## src/rtl/uart_packet_rx.sv

```systemverilog
// 8N1 UART receiver that tags each accepted byte with its position in a fixed-length packet.
// Drives the parameter register bank through read_data/idx/update_reg and flags complete packets.
module uart_packet_rx #(
  parameter int unsigned CLKS_PER_BIT = 217,
  parameter int unsigned PKT_BYTES    = 60,
  parameter int unsigned TIMEOUT_BITS = 32
) (
  input  logic       clk,
  input  logic       rst_n,
  input  logic       rx,
  output logic [7:0] read_data,
  output logic [6:0] idx,
  output logic       update_reg,
  output logic       pc_ready,
  output logic       frame_err
);

  localparam int unsigned TIMEOUT_CLKS = TIMEOUT_BITS * CLKS_PER_BIT;
  localparam int unsigned TIMER_W      = $clog2(CLKS_PER_BIT + 1);
  localparam int unsigned IDLE_W       = $clog2(TIMEOUT_CLKS + 1);

  localparam logic [1:0] S_IDLE  = 2'd0;
  localparam logic [1:0] S_START = 2'd1;
  localparam logic [1:0] S_DATA  = 2'd2;
  localparam logic [1:0] S_STOP  = 2'd3;

  logic               rx_meta;
  logic               rx_s;
  logic               rx_prev;
  logic [1:0]         state_q,     state_d;
  logic [TIMER_W-1:0] timer_q,     timer_d;
  logic [2:0]         bit_cnt_q,   bit_cnt_d;
  logic [7:0]         shift_q,     shift_d;
  logic [6:0]         byte_cnt_q,  byte_cnt_d;
  logic [IDLE_W-1:0]  idle_cnt_q,  idle_cnt_d;
  logic [7:0]         read_data_d;
  logic [6:0]         idx_d;
  logic               update_d;
  logic               pc_ready_d;
  logic               frame_err_d;
  logic               fall_c;
  logic               tick_c;

  // Two-flop synchronizer plus a delayed copy for falling-edge detection
  always_ff @(posedge clk or negedge rst_n) begin
    if (!rst_n) begin
      rx_meta <= 1'b1;
      rx_s    <= 1'b1;
      rx_prev <= 1'b1;
    end else begin
      rx_meta <= rx;
      rx_s    <= rx_meta;
      rx_prev <= rx_s;
    end
  end

  assign fall_c = rx_prev & ~rx_s;
  assign tick_c = (timer_q == TIMER_W'(1));

  // State and datapath registers
  always_ff @(posedge clk or negedge rst_n) begin
    if (!rst_n) begin
      state_q    <= S_IDLE;
      timer_q    <= '0;
      bit_cnt_q  <= '0;
      shift_q    <= '0;
      byte_cnt_q <= '0;
      idle_cnt_q <= '0;
      read_data  <= '0;
      idx        <= '0;
      update_reg <= 1'b0;
      pc_ready   <= 1'b0;
      frame_err  <= 1'b0;
    end else begin
      state_q    <= state_d;
      timer_q    <= timer_d;
      bit_cnt_q  <= bit_cnt_d;
      shift_q    <= shift_d;
      byte_cnt_q <= byte_cnt_d;
      idle_cnt_q <= idle_cnt_d;
      read_data  <= read_data_d;
      idx        <= idx_d;
      update_reg <= update_d;
      pc_ready   <= pc_ready_d;
      frame_err  <= frame_err_d;
    end
  end

  // Next-state and output decode; the timer expires on the cycle it reads 1
  always_comb begin
    state_d     = state_q;
    timer_d     = timer_q;
    bit_cnt_d   = bit_cnt_q;
    shift_d     = shift_q;
    byte_cnt_d  = byte_cnt_q;
    idle_cnt_d  = idle_cnt_q;
    read_data_d = read_data;
    idx_d       = idx;
    update_d    = 1'b0;
    frame_err_d = 1'b0;
    pc_ready_d  = update_reg && (idx == 7'(PKT_BYTES - 1));

    case (state_q)
      S_IDLE: begin
        // A falling edge beats a coinciding timeout, so the packet position survives
        if (fall_c) begin
          state_d    = S_START;
          timer_d    = TIMER_W'(CLKS_PER_BIT / 2);
          idle_cnt_d = '0;
        end else if (byte_cnt_q != 7'd0) begin
          if (idle_cnt_q == IDLE_W'(TIMEOUT_CLKS - 1)) begin
            byte_cnt_d = '0;
            idle_cnt_d = '0;
          end else begin
            idle_cnt_d = idle_cnt_q + IDLE_W'(1);
          end
        end else begin
          idle_cnt_d = '0;
        end
      end
      S_START: begin
        if (tick_c) begin
          if (rx_s) begin
            state_d = S_IDLE;
          end else begin
            state_d   = S_DATA;
            timer_d   = TIMER_W'(CLKS_PER_BIT);
            bit_cnt_d = '0;
          end
        end else begin
          timer_d = timer_q - TIMER_W'(1);
        end
      end
      S_DATA: begin
        if (tick_c) begin
          shift_d   = {rx_s, shift_q[7:1]};
          timer_d   = TIMER_W'(CLKS_PER_BIT);
          bit_cnt_d = bit_cnt_q + 3'd1;
          if (bit_cnt_q == 3'd7) begin
            state_d = S_STOP;
          end
        end else begin
          timer_d = timer_q - TIMER_W'(1);
        end
      end
      S_STOP: begin
        // Return to IDLE mid stop bit so back-to-back start bits are caught
        if (tick_c) begin
          state_d = S_IDLE;
          if (rx_s) begin
            read_data_d = shift_q;
            idx_d       = byte_cnt_q;
            update_d    = 1'b1;
            if (byte_cnt_q == 7'(PKT_BYTES - 1)) begin
              byte_cnt_d = '0;
            end else begin
              byte_cnt_d = byte_cnt_q + 7'd1;
            end
          end else begin
            frame_err_d = 1'b1;
            byte_cnt_d  = '0;
          end
        end else begin
          timer_d = timer_q - TIMER_W'(1);
        end
      end
      default: begin
        state_d = S_IDLE;
      end
    endcase
  end

endmodule

```

## config.mk

```make
export PLATFORM = sky130hd
export DESIGN_NAME = uart_packet_rx
export DESIGN_NICKNAME = d
export VERILOG_FILES = /design/src/rtl/uart_packet_rx.sv
export SDC_FILE = /design/constraint.sdc
export NUM_CORES = 1
export LEC_CHECK = 0
export ABC_AREA = 0
export CORE_MARGIN = 2
export CORE_UTILIZATION = 24
export CTS_BUF_LIST = sky130_fd_sc_hd__clkbuf_16
export DETAILED_ROUTE_END_ITERATION = 7
export HOLD_SLACK_MARGIN = 0.15
export PLACE_DENSITY_LB_ADDON = 0.05
export SETUP_SLACK_MARGIN = 0.5
export SLEW_MARGIN = 20
export SYNTH_ARGS = -nofsm -noshare
export SYNTH_HDL_FRONTEND = slang
export SYNTH_SLANG_ARGS = --single-unit
```

## constraint.sdc

```tcl
create_clock -name clk -period 2 [get_ports clk]
set_input_delay 0.4 -clock clk [delete_from_list [all_inputs] [get_ports clk]]
set_output_delay 0.4 -clock clk [all_outputs]
set_load 0.01 [all_outputs]
```

==> results of run 1 <==
==> worst max path at each step <==
stage	startpoint	endpoint	slack, ns	depth (start not counted)
after global routing	idle_cnt_q[0]$_DFFE_PN0P_	byte_cnt_q[4]$_DFFE_PN0P_	0.13	7
after CTS	idle_cnt_q[0]$_DFFE_PN0P_	byte_cnt_q[3]$_DFFE_PN0P_	0.19	6
after detailed placement	idle_cnt_q[1]$_DFFE_PN0P_	byte_cnt_q[3]$_DFFE_PN0P_	0.02	6
final	idle_cnt_q[0]$_DFFE_PN0P_	byte_cnt_q[5]$_DFFE_PN0P_	0.21	8
after global placement	idle_cnt_q[1]$_DFFE_PN0P_	byte_cnt_q[4]$_DFFE_PN0P_	0.02	6
after floorplan	idle_cnt_q[0]$_DFFE_PN0P_	byte_cnt_q[3]$_DFFE_PN0P_	0.27	7
==> power breakdown <==
| group | switching, mW | internal (mW) |
|---|---|---|
| Sequential | 0.123 | 1.37 |
| Combinational | 1.20 | 1.06 |
| Clock | 0.590 | 1.08 |
==> placed cells by master, fill, tap and decap left out, drive strengths merged, types with 3 or more instances in the layout <==
cell type / count
nor3b: 4
a21oi: 16
dfstp: 3
o31ai: 5
o21ai: 26
dfrtp: 59
a31oi: 7
a22o: 3
dlygate4sd2: 18
buf: 66
nand4: 5
o22a: 3
nand3: 19
and3: 3
a21o: 3
inv: 20
ha: 11
clkbuf: 9
mux2i: 3
nor2: 15
nand4b: 3
nor3: 9
mux2: 19
nor4: 4
nand2: 36
clkinv: 3
==> logic make-up (layout without fill, tap and decap cells) <==
group	after synthesis	after routing	share of synthesized area
buffers and inverters	33	122	0.0461
and+or+nand+nor	106	109	0.175
xor gates and xnor gates	2	2	0.00547
AOI/OAI and AO/OA	84	84	0.169
muxes	22	22	0.0761
adders and majority gates	11	11	0.0430
DFF	62	62	0.485
==> synth_stat cells, types with 3 or more instances <==
library cell / n / area [µm²]
dfstp_2: 3 / 78.8
inv_1: 20 / 75.1
a31oi_1: 7 / 43.8
o22a_1: 3 / 26.3
nor2_1: 15 / 56.3
dfrtp_1: 59 / 1480
ha_1: 11 / 138
clkbuf_1: 6 / 22.5
buf_2: 4 / 20.0
nand3_1: 16 / 80.1
mux2i_1: 3 / 30.0
o21ai_0: 24 / 120
a21oi_1: 16 / 80.1
nor3b_1: 4 / 30.0
a21o_1: 3 / 22.5
o31ai_1: 5 / 37.5
nand4b_1: 3 / 26.3
mux2_2: 19 / 214
nand2_1: 35 / 131
a22o_1: 3 / 26.3
and3_1: 3 / 18.8
nand4_1: 4 / 25.0
nor3_1: 9 / 45.0
==> critical path: stages, from the launching register on <==
cell and delay (ns):
dfrtp_1 0.39, ha_4 0.15, and4_4 0.22, nand4_4 0.09, buf_4 0.15, buf_6 0.11, o31a_1 0.24, nor4_2 0.22
o22a_1 0.16
==> routing by layer <==
layer,part of all wire,up-vias,wire length (µm)
li1,-,1337,-
met1,0.50,1356,4560
met2,0.46,25,4190
met3,0.021,7,191
met4,0.011,0,100
met5,0,-,0
==> final cells by class <==
| cell class | instances | area share |
|---|---|---|
| Clock inverter | 7 | 0.0183 |
| Inverter | 20 | 0.0154 |
| Clock buffer | 9 | 0.0463 |
| Sequential cell | 62 | 0.320 |
| Tap cell | 176 | 0.0452 |
| Multi-Input combinational cell | 228 | 0.397 |
| Timing Repair Buffer | 86 | 0.158 |
==> repair_timing <==
item,in CTS,in global routing
pin swaps,20,17
endpoints found under the setup margin,73,58
gates cloned,3,0
endpoints found under the hold margin,59,0
gates resized for setup,83,37
setup buffers,31,6
hold buffers,1,0
==> impl_metrics.csv, run 1 <==
group,metric,value,unit
hold_path,holdPathStages,0,
sta,skew,0.00697,ns
hold_path,hp-class,"flip-flop to flip-flop",
global_route,met1_usage,0.187,
detailed_routing,wl,9040,µm
global_route,grt_use_total,0.137,
logic_synthesis,synth_nets,334,
floorplan,rows,42,
worst_setup_path,worst_setup_path_end_kind,"flip-flop",
global_route,use_met3,0.0385,
power,leakagePower,2.17,nW
cells_and_area,multi_input_area,1930,µm²
cells_and_area,largest_register_ffs,13,
cells_and_area,largest-register,"idle_cnt_q",
sta,fin_tns_setup,0,ns
sta,setup_viol,0,
cells_and_area,area_growth,51.9,%
detailed_routing,routed_via_density,4.63,
sta,fin_crit_sh,0.893,
logic_synthesis,async_reset_ff_frac,1.00,
clock_network,clockBufferDepth,2,
worst_setup_path,rrSetupSlack,0.21,ns
placed_design,pre_cts_slack,0.0240,ns
global_route,top_usage_layer,"met2",
clock_network,cts_tree,"done",
detailed_routing,vias,2725,
sta,worst_slew_pin_slew,0.361,ns
hold_path,hp-start,"rx_meta$_DFF_PN1_",
detailed_routing,drc,0,
detailed_routing,ant_nets,0,
run,max-cap-violations,0,
clock_network,cts_num_sinks,62,
floorplan,fp.dieArea,14300,µm²
detailed_routing,drtPass1Iterations,4,
run_status,status,"complete, no violations",
placed_design,dp.cells,531,
sta,max_freq,560,MHz
worst_setup_path,crit_type,"flip-flop to flip-flop",
floorplan,coreArea,13100,µm²
sta,drv_slew,0,
logic_synthesis,syn_area_per_cell,10.0,µm²
worst_setup_path,reg2reg_depth,8,
clock_network,cts_root_buf,"clkbuf_16",
worst_setup_path,start_kind,"flip-flop",
floorplan,initial_utilization,0.244,
logic_synthesis,synth.distinct_cells,57,
sta,period_needed,1.79,ns
sta,hold_viol,0,
sta,slew_headroom,0.759,
cells_and_area,nFillCells,1376,
cells_and_area,fin_util,0.370,
logic_synthesis,ys_warn_count,0,
logic_synthesis,ys.flop_type,"dfrtp_1",
placed_design,globalplace.congestion,0.724,
placed_design,port-buffer-count,20,
global_route,grt_max_degree,63,
logic_synthesis,yosysSeqAreaShare,0.485,
floorplan,chipWidth,120,µm
power,fin_total_pwr,5.43,mW
worst_setup_path,cp_data_required_time,2.27,ns
global_route,grt_pass1_vias,2736,
floorplan,die_y,120,µm
worst_setup_path,worstReg2RegStart,"idle_cnt_q[0]$_DFFE_PN0P_",
placed_design,dp_hpwl,5360,µm
clock_network,numCtsBuffers,9,
global_route,antenna_found_initial,0,
floorplan,pin_count,21,
clock_network,cts.htree.levels,3,
hold_path,hold_end,"rx_s$_DFF_PN1_",
worst_setup_path,cp.arrival,2.06,ns
cells_and_area,ff_latch_area,1560,µm²
placed_design,place_area,3820,µm²
sta,rsz0062_at_grt,"yes",
power,power_density,1110,nW/µm²
logic_synthesis,syn_inst,320,
sta,whs,0.357,ns
worst_setup_path,r2r-end,"byte_cnt_q[5]$_DFFE_PN0P_",
power,vdd_drop_max,0.519,mV
cells_and_area,n_antenna_cell,0,
global_route,grt_remaining_overflow,0,
sta,fin_ws,0.215,ns
worst_setup_path,critPathMaxFanout,3,
cells_and_area,final_cells,588,
global_route,gr-usage-met2,0.201,
cells_and_area,layout.nets,421,
logic_synthesis,synth_area,3200,µm²
detailed_routing,wire_per_inst,15.4,µm
logic_synthesis,ys_seq_elements,62,
cells_and_area,fin_area,4870,µm²
clock_network,path_clk_slew,0.06,ns
cells_and_area,layout-drive-gt1-share,0.427,
detailed_routing,drt-initial-drc-count,108,
logic_synthesis,synth-edff-count,0,
clock_network,clkLatencyLatePin,0.33,ns
global_route,grt_first_pass_wirelength,14800,µm
(Power assumes the default switching activity.)
==> run 2: changes to the inputs <==
--- a/config.mk
+++ b/config.mk
@@ -6,14 +6,18 @@
 export NUM_CORES = 1
 export LEC_CHECK = 0
 export ABC_AREA = 0
+export CELL_PAD_IN_SITES_DETAIL_PLACEMENT = 0
+export CELL_PAD_IN_SITES_GLOBAL_PLACEMENT = 1
 export CORE_MARGIN = 2
 export CORE_UTILIZATION = 24
 export CTS_BUF_LIST = sky130_fd_sc_hd__clkbuf_16
 export DETAILED_ROUTE_END_ITERATION = 7
 export HOLD_SLACK_MARGIN = 0.15
 export PLACE_DENSITY_LB_ADDON = 0.05
+export RECOVER_POWER = 25
 export SETUP_SLACK_MARGIN = 0.5
 export SLEW_MARGIN = 20
 export SYNTH_ARGS = -nofsm -noshare
 export SYNTH_HDL_FRONTEND = slang
 export SYNTH_SLANG_ARGS = --single-unit
+export TNS_END_PERCENT = 1
==> run 2 against run 1 <==
  * First-iteration DRC count rose by 24%
  * Sequential power about the same
  * Power fell by 6.1%
  * Worst setup slack better by 0.036 ns
  * Worst hold slack improved by 0.0065 ns
  * Critical endpoint is now byte_cnt_q[6]$_DFFE_PN0P_
  * Clock power rose by 9%
  * Global-route usage shrank 0.35 points
  * Non-clock buffer count decreased by 11
  * Register-to-register slack improved by 0.04 ns
  * Die area unchanged
  * Sequential cell count unchanged
==> impl_metrics.csv, run 2 (synthesis gave the netlist of run 1 again) <==
group,metric,value,unit
detailed_routing,drtPass1Iterations,4,
clock_network,cts_num_sinks,62,
global_route,top_usage_layer,"met2",
worst_setup_path,crit_type,"flip-flop to flip-flop",
cells_and_area,fin_area,4520,µm²
worst_setup_path,start_kind,"flip-flop",
detailed_routing,drc,0,
power,power_density,1130,nW/µm²
floorplan,pin_count,21,
global_route,grt_use_total,0.133,
clock_network,numCtsBuffers,9,
global_route,grt_pass1_vias,2799,
sta,drv_slew,0,
sta,fin_crit_sh,0.875,
worst_setup_path,critPathMaxFanout,3,
sta,max_freq,572,MHz
sta,hold_viol,0,
worst_setup_path,cp.arrival,1.97,ns
global_route,gr-usage-met2,0.220,
hold_path,hp-class,"flip-flop to flip-flop",
floorplan,fp.dieArea,14300,µm²
floorplan,rows,42,
global_route,use_met3,0.0394,
global_route,grt_remaining_overflow,0,
floorplan,initial_utilization,0.244,
detailed_routing,wire_per_inst,15.3,µm
floorplan,coreArea,13100,µm²
worst_setup_path,cp_data_required_time,2.23,ns
run_status,status,"complete, no violations",
cells_and_area,layout.nets,407,
global_route,antenna_found_initial,0,
power,fin_total_pwr,5.09,mW
sta,setup_viol,0,
cells_and_area,largest_register_ffs,13,
power,vdd_drop_max,0.519,mV
global_route,met1_usage,0.162,
clock_network,cts_root_buf,"clkbuf_16",
clock_network,clockBufferDepth,2,
placed_design,port-buffer-count,20,
sta,fin_tns_setup,0,ns
clock_network,cts_tree,"done",
run,max-cap-violations,0,
floorplan,die_y,120,µm
sta,rsz0062_at_grt,"yes",
detailed_routing,wl,8780,µm
cells_and_area,layout-drive-gt1-share,0.319,
cells_and_area,layout_common_cells,"dfrtp_1 (58), buf_4 (45), nand2_1 (33)",
clock_network,path_clk_slew,0.06,ns
clock_network,cts.htree.levels,3,
power,leakagePower,1.96,nW
sta,skew,0.0111,ns
cells_and_area,n_antenna_cell,0,
worst_setup_path,worst_setup_path_end_kind,"flip-flop",
sta,period_needed,1.75,ns
placed_design,place_area,3870,µm²
detailed_routing,drt-initial-drc-count,134,
sta,worst_slew_pin_slew,1.14,ns
global_route,grt_first_pass_wirelength,14600,µm
cells_and_area,largest-register,"idle_cnt_q",
placed_design,dp_hpwl,6020,µm
detailed_routing,vias,2688,
detailed_routing,routed_via_density,4.68,
global_route,grt_max_degree,26,
floorplan,chipWidth,120,µm
placed_design,globalplace.congestion,0.726,
cells_and_area,area_growth,40.9,%
clock_network,clkLatencyLatePin,0.34,ns
detailed_routing,ant_nets,0,
cells_and_area,final_common_cell,"dfrtp_1",
sta,slew_headroom,0.242,
==> run 2: report_power, final <==
group	internal [mW]	switching, mW	total [mW]
Combinational	0.802	0.995	1.80
Sequential	1.37	0.114	1.48
Clock	1.21	0.606	1.82
Total	3.38	1.71	5.09
==> run 2: worst max-delay path: stages, from the launching register on <==
cell     delay (ns)
dfrtp_1        0.35
ha_2           0.19
and4_4         0.24
nand4_4        0.08
o32a_1         0.35
buf_4          0.17
a21oi_1        0.17
o41ai_2        0.09
==> run 2: timing repair <==
action	CTS	global route
hold endpoints to repair	15	0
cloned	0	1
hold buffers	1	0
pin swaps	5	4
setup buffers	11	4
endpoints found under the setup margin	76	76
gates resized for setup	19	24
==> run 2: routing by layer <==
layer | routed length (µm) | vias to the layer above
met5 | 0 | -
met3 | 300 | 13
li1 | - | 1307
met4 | 214 | 0
met2 | 4190 | 36
met1 | 4080 | 1332
==> run 2: path summary, 6_finish.rpt <==
check / from / endpoint / slack (ns) / depth (start not counted)
min in group asynchronous: rst_n / idx[2]$_DFFE_PN0P_ / 0.81 / 2
max in group asynchronous: rst_n / rx_prev$_DFF_PN1_ / 0.41 / 3
worst min register to register: rx_meta$_DFF_PN1_ / rx_s$_DFF_PN1_ / 0.36 / 0
worst max register to register: idle_cnt_q[1]$_DFFE_PN0P_ / byte_cnt_q[6]$_DFFE_PN0P_ / 0.25 / 7
worst max-delay path: idle_cnt_q[1]$_DFFE_PN0P_ / byte_cnt_q[6]$_DFFE_PN0P_ / 0.25 / 7
worst min-delay path: rx_meta$_DFF_PN1_ / rx_s$_DFF_PN1_ / 0.36 / 0
==> run 2: layout make-up <==
cell class	instances	area, µm²
Clock buffer	9	225
Clock inverter	7	114
Fill cell	1383	8620
Inverter	20	75.1
Multi-Input combinational cell	225	1670
Sequential cell	62	1560
Tap cell	176	220
Timing Repair Buffer	75	654
==> run 2: through the flow <==
step,setup WS [ns],hold slack [ns],utilization,std cells
2_1_floorplan,0.272,0.104,-,320
5_1_grt,0.187,0.364,0.344,574
4_1_cts,0.216,0.358,0.333,569
3_5_place_dp,0.0355,0.349,0.294,541
6_report,0.251,0.363,0.344,574
3_3_place_gp,0.0195,0.346,0.294,541
